File: src/rtl/mem_requester_if.sv
// Client command/response and controller request/return bundle for mem_requester.
// master = the requester block, slave = traffic source plus memory controller side.
interface mem_requester_if #(
  parameter int DEPTH = 4
);
  localparam int CW = $clog2(DEPTH) + 1;

  logic          cmd_valid;
  logic          cmd_ready;
  logic          cmd_write;
  logic [15:0]   cmd_address;
  logic [15:0]   cmd_data;

  logic [15:0]   wr_address;
  logic [15:0]   wr_data;
  logic          wr_en;
  logic [15:0]   wr_ret_address;
  logic          wr_ret_ack;

  logic [15:0]   rd_address;
  logic          rd_en;
  logic [15:0]   rd_ret_data;
  logic [15:0]   rd_ret_address;
  logic          rd_ret_ack;

  logic          rd_resp_valid;
  logic [15:0]   rd_resp_address;
  logic [15:0]   rd_resp_data;
  logic          wr_resp_valid;
  logic [15:0]   wr_resp_address;

  logic [CW-1:0] outstanding;
  logic          err_unexpected;
  logic          err_timeout;

  modport master (
    input  cmd_valid, cmd_write, cmd_address, cmd_data,
    input  wr_ret_address, wr_ret_ack,
    input  rd_ret_data, rd_ret_address, rd_ret_ack,
    output cmd_ready,
    output wr_address, wr_data, wr_en,
    output rd_address, rd_en,
    output rd_resp_valid, rd_resp_address, rd_resp_data,
    output wr_resp_valid, wr_resp_address,
    output outstanding, err_unexpected, err_timeout
  );

  modport slave (
    output cmd_valid, cmd_write, cmd_address, cmd_data,
    output wr_ret_address, wr_ret_ack,
    output rd_ret_data, rd_ret_address, rd_ret_ack,
    input  cmd_ready,
    input  wr_address, wr_data, wr_en,
    input  rd_address, rd_en,
    input  rd_resp_valid, rd_resp_address, rd_resp_data,
    input  wr_resp_valid, wr_resp_address,
    input  outstanding, err_unexpected, err_timeout
  );
endinterface

File: src/rtl/mem_requester.sv
// Initiator front end: issues client commands to the memory controller and matches
// address-tagged, possibly out-of-order returns against a table of outstanding requests.
module mem_requester #(
  parameter int DEPTH   = 4,
  parameter int TIMEOUT = 255
) (
  input  logic           clk,
  input  logic           rst_n,
  mem_requester_if.master bus
);
  localparam int IW   = $clog2(DEPTH);
  localparam int CW   = $clog2(DEPTH) + 1;
  localparam int AGEW = (TIMEOUT > 1) ? $clog2(TIMEOUT + 1) : 1;
  localparam logic [AGEW-1:0] AGE_MAX = AGEW'(TIMEOUT);
  localparam logic [AGEW-1:0] AGE_PRE = AGEW'(TIMEOUT - 1);

  logic [DEPTH-1:0] valid_q, valid_d;
  logic [DEPTH-1:0] is_wr_q, is_wr_d;
  logic [15:0]      addr_q [DEPTH];
  logic [15:0]      addr_d [DEPTH];
  logic [AGEW-1:0]  age_q  [DEPTH];
  logic [AGEW-1:0]  age_d  [DEPTH];

  logic [DEPTH-1:0] coll_vec, rd_hit_vec, wr_hit_vec, age_hit_vec;
  logic [IW-1:0]    alloc_idx;
  logic             cmd_ready;
  logic             accept;
  logic             rd_hit, wr_hit;
  logic [CW-1:0]    outstanding_q, outstanding_d;

  logic             wr_en_q, rd_en_q;
  logic [15:0]      wr_address_q, wr_data_q, rd_address_q;
  logic             rd_resp_valid_q, wr_resp_valid_q;
  logic [15:0]      rd_resp_address_q, rd_resp_data_q, wr_resp_address_q;
  logic             err_unexpected_q, err_timeout_q;

  // Addresses are unique in the table, so each return hits at most one entry.
  generate
    for (genvar gi = 0; gi < DEPTH; gi++) begin : g_entry
      assign coll_vec[gi]    = valid_q[gi] && (addr_q[gi] == bus.cmd_address);
      assign rd_hit_vec[gi]  = bus.rd_ret_ack && valid_q[gi] && !is_wr_q[gi] &&
                               (addr_q[gi] == bus.rd_ret_address);
      assign wr_hit_vec[gi]  = bus.wr_ret_ack && valid_q[gi] && is_wr_q[gi] &&
                               (addr_q[gi] == bus.wr_ret_address);
      assign age_hit_vec[gi] = valid_q[gi] && (age_q[gi] == AGE_PRE);
    end
  endgenerate

  assign rd_hit    = |rd_hit_vec;
  assign wr_hit    = |wr_hit_vec;
  assign cmd_ready = rst_n && !(&valid_q) && !(|coll_vec);
  assign accept    = bus.cmd_valid && cmd_ready;

  always_comb begin
    alloc_idx = '0;
    for (int i = DEPTH - 1; i >= 0; i--) begin
      if (!valid_q[i]) alloc_idx = IW'(i);
    end
  end

  // Entries freed this cycle are never allocated on the same edge: allocation
  // only looks at entries that were already free before the edge.
  always_comb begin
    valid_d = valid_q & ~rd_hit_vec & ~wr_hit_vec;
    is_wr_d = is_wr_q;
    for (int i = 0; i < DEPTH; i++) begin
      addr_d[i] = addr_q[i];
      age_d[i]  = (valid_q[i] && (age_q[i] != AGE_MAX)) ? age_q[i] + AGEW'(1) : age_q[i];
    end
    if (accept) begin
      valid_d[alloc_idx] = 1'b1;
      is_wr_d[alloc_idx] = bus.cmd_write;
      addr_d[alloc_idx]  = bus.cmd_address;
      age_d[alloc_idx]   = '0;
    end
  end

  assign outstanding_d = outstanding_q + CW'(accept) - CW'(rd_hit) - CW'(wr_hit);

  always_ff @(posedge clk or negedge rst_n) begin
    if (!rst_n) begin
      valid_q           <= '0;
      is_wr_q           <= '0;
      for (int i = 0; i < DEPTH; i++) begin
        addr_q[i] <= '0;
        age_q[i]  <= '0;
      end
      outstanding_q     <= '0;
      wr_en_q           <= 1'b0;
      rd_en_q           <= 1'b0;
      wr_address_q      <= '0;
      wr_data_q         <= '0;
      rd_address_q      <= '0;
      rd_resp_valid_q   <= 1'b0;
      rd_resp_address_q <= '0;
      rd_resp_data_q    <= '0;
      wr_resp_valid_q   <= 1'b0;
      wr_resp_address_q <= '0;
      err_unexpected_q  <= 1'b0;
      err_timeout_q     <= 1'b0;
    end else begin
      valid_q       <= valid_d;
      is_wr_q       <= is_wr_d;
      for (int i = 0; i < DEPTH; i++) begin
        addr_q[i] <= addr_d[i];
        age_q[i]  <= age_d[i];
      end
      outstanding_q <= outstanding_d;

      wr_en_q <= accept && bus.cmd_write;
      rd_en_q <= accept && !bus.cmd_write;
      if (accept && bus.cmd_write) begin
        wr_address_q <= bus.cmd_address;
        wr_data_q    <= bus.cmd_data;
      end
      if (accept && !bus.cmd_write) begin
        rd_address_q <= bus.cmd_address;
      end

      rd_resp_valid_q <= rd_hit;
      if (rd_hit) begin
        rd_resp_address_q <= bus.rd_ret_address;
        rd_resp_data_q    <= bus.rd_ret_data;
      end
      wr_resp_valid_q <= wr_hit;
      if (wr_hit) begin
        wr_resp_address_q <= bus.wr_ret_address;
      end

      if ((bus.rd_ret_ack && !rd_hit) || (bus.wr_ret_ack && !wr_hit)) begin
        err_unexpected_q <= 1'b1;
      end
      if (|age_hit_vec) begin
        err_timeout_q <= 1'b1;
      end
    end
  end

  assign bus.cmd_ready       = cmd_ready;
  assign bus.wr_en           = wr_en_q;
  assign bus.wr_address      = wr_address_q;
  assign bus.wr_data         = wr_data_q;
  assign bus.rd_en           = rd_en_q;
  assign bus.rd_address      = rd_address_q;
  assign bus.rd_resp_valid   = rd_resp_valid_q;
  assign bus.rd_resp_address = rd_resp_address_q;
  assign bus.rd_resp_data    = rd_resp_data_q;
  assign bus.wr_resp_valid   = wr_resp_valid_q;
  assign bus.wr_resp_address = wr_resp_address_q;
  assign bus.outstanding     = outstanding_q;
  assign bus.err_unexpected  = err_unexpected_q;
  assign bus.err_timeout     = err_timeout_q;
endmodule

File: src/flat_wrapper.sv
// flat-port wrapper written by rule: the top's interface ports become plain ports
module mem_requester_flat 
#(
  parameter int DEPTH   = 4,
  parameter int TIMEOUT = 255
)
  (clk, rst_n, bus_cmd_valid, bus_cmd_write, bus_cmd_address, bus_cmd_data, bus_wr_ret_address, bus_wr_ret_ack, bus_rd_ret_data, bus_rd_ret_address, bus_rd_ret_ack, bus_cmd_ready, bus_wr_address, bus_wr_data, bus_wr_en, bus_rd_address, bus_rd_en, bus_rd_resp_valid, bus_rd_resp_address, bus_rd_resp_data, bus_wr_resp_valid, bus_wr_resp_address, bus_outstanding, bus_err_unexpected, bus_err_timeout);
  mem_requester_if #(.DEPTH(DEPTH)) bus_i ();
  input  logic clk;
  input  logic rst_n;
  input wire logic [$bits(bus_i.cmd_valid)-1:0] bus_cmd_valid;
  input wire logic [$bits(bus_i.cmd_write)-1:0] bus_cmd_write;
  input wire logic [$bits(bus_i.cmd_address)-1:0] bus_cmd_address;
  input wire logic [$bits(bus_i.cmd_data)-1:0] bus_cmd_data;
  input wire logic [$bits(bus_i.wr_ret_address)-1:0] bus_wr_ret_address;
  input wire logic [$bits(bus_i.wr_ret_ack)-1:0] bus_wr_ret_ack;
  input wire logic [$bits(bus_i.rd_ret_data)-1:0] bus_rd_ret_data;
  input wire logic [$bits(bus_i.rd_ret_address)-1:0] bus_rd_ret_address;
  input wire logic [$bits(bus_i.rd_ret_ack)-1:0] bus_rd_ret_ack;
  output wire logic [$bits(bus_i.cmd_ready)-1:0] bus_cmd_ready;
  output wire logic [$bits(bus_i.wr_address)-1:0] bus_wr_address;
  output wire logic [$bits(bus_i.wr_data)-1:0] bus_wr_data;
  output wire logic [$bits(bus_i.wr_en)-1:0] bus_wr_en;
  output wire logic [$bits(bus_i.rd_address)-1:0] bus_rd_address;
  output wire logic [$bits(bus_i.rd_en)-1:0] bus_rd_en;
  output wire logic [$bits(bus_i.rd_resp_valid)-1:0] bus_rd_resp_valid;
  output wire logic [$bits(bus_i.rd_resp_address)-1:0] bus_rd_resp_address;
  output wire logic [$bits(bus_i.rd_resp_data)-1:0] bus_rd_resp_data;
  output wire logic [$bits(bus_i.wr_resp_valid)-1:0] bus_wr_resp_valid;
  output wire logic [$bits(bus_i.wr_resp_address)-1:0] bus_wr_resp_address;
  output wire logic [$bits(bus_i.outstanding)-1:0] bus_outstanding;
  output wire logic [$bits(bus_i.err_unexpected)-1:0] bus_err_unexpected;
  output wire logic [$bits(bus_i.err_timeout)-1:0] bus_err_timeout;
  assign bus_i.cmd_valid = bus_cmd_valid;
  assign bus_i.cmd_write = bus_cmd_write;
  assign bus_i.cmd_address = bus_cmd_address;
  assign bus_i.cmd_data = bus_cmd_data;
  assign bus_i.wr_ret_address = bus_wr_ret_address;
  assign bus_i.wr_ret_ack = bus_wr_ret_ack;
  assign bus_i.rd_ret_data = bus_rd_ret_data;
  assign bus_i.rd_ret_address = bus_rd_ret_address;
  assign bus_i.rd_ret_ack = bus_rd_ret_ack;
  assign bus_cmd_ready = bus_i.cmd_ready;
  assign bus_wr_address = bus_i.wr_address;
  assign bus_wr_data = bus_i.wr_data;
  assign bus_wr_en = bus_i.wr_en;
  assign bus_rd_address = bus_i.rd_address;
  assign bus_rd_en = bus_i.rd_en;
  assign bus_rd_resp_valid = bus_i.rd_resp_valid;
  assign bus_rd_resp_address = bus_i.rd_resp_address;
  assign bus_rd_resp_data = bus_i.rd_resp_data;
  assign bus_wr_resp_valid = bus_i.wr_resp_valid;
  assign bus_wr_resp_address = bus_i.wr_resp_address;
  assign bus_outstanding = bus_i.outstanding;
  assign bus_err_unexpected = bus_i.err_unexpected;
  assign bus_err_timeout = bus_i.err_timeout;
  mem_requester #(.DEPTH(DEPTH), .TIMEOUT(TIMEOUT)) u_core (.clk(clk), .rst_n(rst_n), .bus(bus_i));
endmodule
File: config.mk
export PLATFORM = sky130hd
export DESIGN_NAME = mem_requester_flat
export DESIGN_NICKNAME = d
export VERILOG_FILES = /design/src/rtl/mem_requester_if.sv /design/src/rtl/mem_requester.sv /design/src/flat_wrapper.sv
export SDC_FILE = /design/constraint.sdc
export NUM_CORES = 1
export LEC_CHECK = 0
export CORE_MARGIN = 4
export CORE_UTILIZATION = 45
export CTS_BUF_LIST = sky130_fd_sc_hd__clkbuf_8
export CTS_CLUSTER_DIAMETER = 150
export CTS_CLUSTER_SIZE = 8
export DETAILED_ROUTE_END_ITERATION = 10
export GPL_ROUTABILITY_DRIVEN = 0
export PLACE_DENSITY = 0.81
export SETUP_SLACK_MARGIN = 0.02
export SLEW_MARGIN = 0
export SYNTH_ARGS = -nofsm -noshare
export SYNTH_HDL_FRONTEND = slang
export SYNTH_SLANG_ARGS = --single-unit
File: constraint.sdc
create_clock -name clk -period 3.6 [get_ports clk]
set_clock_uncertainty 0.15 [all_clocks]
set_input_delay 0.72 -clock clk [delete_from_list [all_inputs] [get_ports clk]]
set_output_delay 0.72 -clock clk [all_outputs]
set_load 0.02 [all_outputs]
==> impl_results.md <==
- Status: finished clean
- Ys flop type: dfrtp_1
- Vias in the first global route: 8499
- Final setup viols: 0
- CP endpoint kind: output port
- Startpoint Class: input port
- Largest net degree at the start of global routing: 79
- Die ar.: 27050 µm²
- Core area: 23750 µm²
- Die Span Y: 164.5 µm
- Fin nets: 1263
- Antenna viol nets, final: 0
- Mapped Cells: 926
- Pleak: 5.993 nW
- Drt first-iter violations: 604
- Sequential cell area fraction in the yosys report: 47.47%
- Max frequency: 279.1 MHz
- R2R setup slack: 0.33 ns
- Clock buffer depth: 3
- Data arrival time of the worst path: 2.71 ns
- Syn Nets: 1024
- Critical path data required time: 2.73 ns
- Synthesized flop and latch total: 209
- R2r endpoint: u_core.bus.outstanding[2]
- TritonRoute pass-1 iters: 6
- Sink Count: 209
- Worst hold path type: input port to asynchronous set/reset pin
- Worst-Margin Slew: 1.197 ns
- Share of cells above drive strength 1: 24.96%
- WL final: 31450 µm
- TritonCTS Buffers: 30
- Via/cell ratio: 5.528
- Area growth, synth to finish: 28.53%
- Routed wire per std cell: 21.16 µm
- Yosys warning total: 0
- Final Critical Period: 3.583 ns
- Root buffer cell: clkbuf_8
- FP Rows: 56
- Crit share post-route: 99.53%
- Max Transition Viols Final: 0
- Max Cap Viol: 0
- H-Tree Depth: 1
- Setup TNS: 0 ns
- Routed via count: 8215
- Avg Inst Size Synth: 11.90 µm²
- Synth unique cells: 41
- Clock slew at reported path FFs: 0.06 ns
- Wire length of the first global-routing pass: 48470 µm
- Initial antenna violation count: 2
- Kind of critical path: input port to output port
- Ports: 192
- Hold Fails Final Rpt: 0
- CTS tree: done
- Hpwl dp: 23710 µm
- Critical path fanouts, max: 3
- Post-CTS Hold Buffers: 0
- Relative slew margins: 19.58%
- Fin util: 59.61%
- Clock Latency Late Sink: 0.60 ns
- Die width: 164.5 µm
- RR Startpoint: u_core.addr_q[23]
- Crit path from: bus_cmd_address[9]
- Global Route Usage Sum: 23.12%
- Async S/R FF share, synth: 100.0%
- Worst reg2reg path depth: 13
- DRC Markers: 0
- IO buf count: 191
- Worst slack, placed: -0.4197 ns
- Setup ws final: 0.01675 ns
- PwrDens: 730.7 nW/µm²
- Peak supply drop: 0.5474 mV
- Grt total ovfl: 0
- Number of synthesized flops with an enable pin: 0
- Starting Density: 46.38%
- Cell Area, Synth: 11020 µm²
[stage by stage]
stage	cell area [µm²]	cells	hold slack, ns	power [mW]
2_1_floorplan	11020	926	0.2744	6.855
3_3_place_gp	13680	1451	0.3172	8.540
3_5_place_dp	13680	1451	0.3277	8.665
4_1_cts	14110	1484	0.2182	10.33
5_1_grt	14160	1486	0.2591	10.88
6_report	14160	1486	0.2088	10.35
[Yosys cell counts, drive strengths merged, types with 2 or more instances]
library cell  number  area, µm²
a211oi             3      22.52
a21boi             3      22.52
a31o               3      26.28
a31oi              2      12.51
and2               7      43.79
and3               2      12.51
and4               4      35.03
buf               36      260.2
clkbuf            34      127.6
dfrtp            209       5230
ha                11      137.6
inv               10      37.54
mux2             164       1888
nand2             26      97.59
nand3             42      210.2
nand4             40      250.2
nand4b             8      70.07
nor2              49      183.9
nor2b              4      25.02
nor3              16      80.08
nor4              17      151.4
nor4bb             4      40.04
xnor2            152       1331
xor2              70      613.1
[state kept, by name, indices dropped and copies added, names as in the netlist, 3 cells and up]
| name | count |
|---|---|
| u_core.bus.rd_resp_data | 16 |
| u_core.valid_q | 4 |
| u_core.is_wr_q | 4 |
| u_core.bus.rd_resp_address | 16 |
| u_core.bus.wr_data | 16 |
| u_core.age_q | 32 |
| u_core.bus.wr_address | 16 |
| u_core.bus.rd_address | 16 |
| u_core.bus.outstanding | 3 |
| u_core.bus.wr_resp_address | 16 |
| u_core.addr_q | 64 |
[per-layer routing]
| metal | up-vias | wire, µm | track usage (%) |
|---|---|---|---|
| li1 | 3626 | - | - |
| met1 | 4071 | 12880 | 31.10 |
| met2 | 394 | 14070 | 35.91 |
| met3 | 122 | 2840 | 5.690 |
| met4 | 2 | 1640 | 9.679 |
| met5 | - | 13 | 0 |
[layout by cell type (no fill, tap or decap), types with 11 or more instances in the layout]
master and instances:
clkdlybuf4s50_1 182, clkbuf_8 31, nand2_1 26, xor2_1 70, buf_4 77, ha_1 11
mux2_4 11, inv_1 11, nand4_1 40, xnor2_1 152, nor2_1 47, nor3_1 16
mux2_2 147, nand3_1 42, nor4_1 12, dfrtp_1 209
[cells by family after synthesis]
| group | count (synthesis) | synth area share, % |
|---|---|---|
| AND/OR/NAND/NOR | 223 | 11.32 |
| XOR/XNOR | 222 | 17.65 |
| buffers and inverters | 80 | 3.861 |
| AO/OA/AOI/OAI | 16 | 1.124 |
| adder cells (fa/ha/maj) | 12 | 1.431 |
| flip-flops | 209 | 47.47 |
| multiplexers | 164 | 17.14 |
[report_power, final]
group | switching, mW | internal, mW | total [mW] | leakage, nW
combinational | 1.94 | 2.34 | 4.27 | 3.15
sequential | 1.26 | 3.21 | 4.47 | 2.61
clock | 0.854 | 0.751 | 1.60 | 0.232
[worst max-delay path by stage]
stage                                            to  slack, ns  cells after the start
final                                 bus_cmd_ready       0.02                      8
after global routing                  bus_cmd_ready      -0.06                      8
after CTS                             bus_cmd_ready       0.03                      9
after detailed placement  u_core.bus.outstanding[2]      -0.42                     16
after global placement                bus_cmd_ready      -0.35                     10
after floorplan           u_core.bus.outstanding[2]       0.15                     15
[critical path: stages]
cell and delay (ns):
clkdlybuf4s50_1 0.49, xor2_1 0.20, nor4_1 0.30, nand4_1 0.15
nor4_1 0.26, a311o_1 0.35, nor2_4 0.09, buf_6 0.14
[cell type report]
type / count / area [µm²]
clock inverters: 3 / 28.78
inverters: 10 / 37.54
diodes: 1 / 2.502
flip-flops and latches: 209 / 5230
well taps: 319 / 399.1
clock buffers: 30 / 412.9
multi-input cells: 637 / 5389
repair buffers: 277 / 2660
fillers: 1924 / 9593
[timing repair]
action | in CTS | in global routing
endpoints found under the setup margin | 1 | 1
resized for setup | 7 | 12
cloned | 0 | 0
pin swaps | 3 | 5
buffers inserted | 0 | 1
Power figures use the tool's default switching activity.
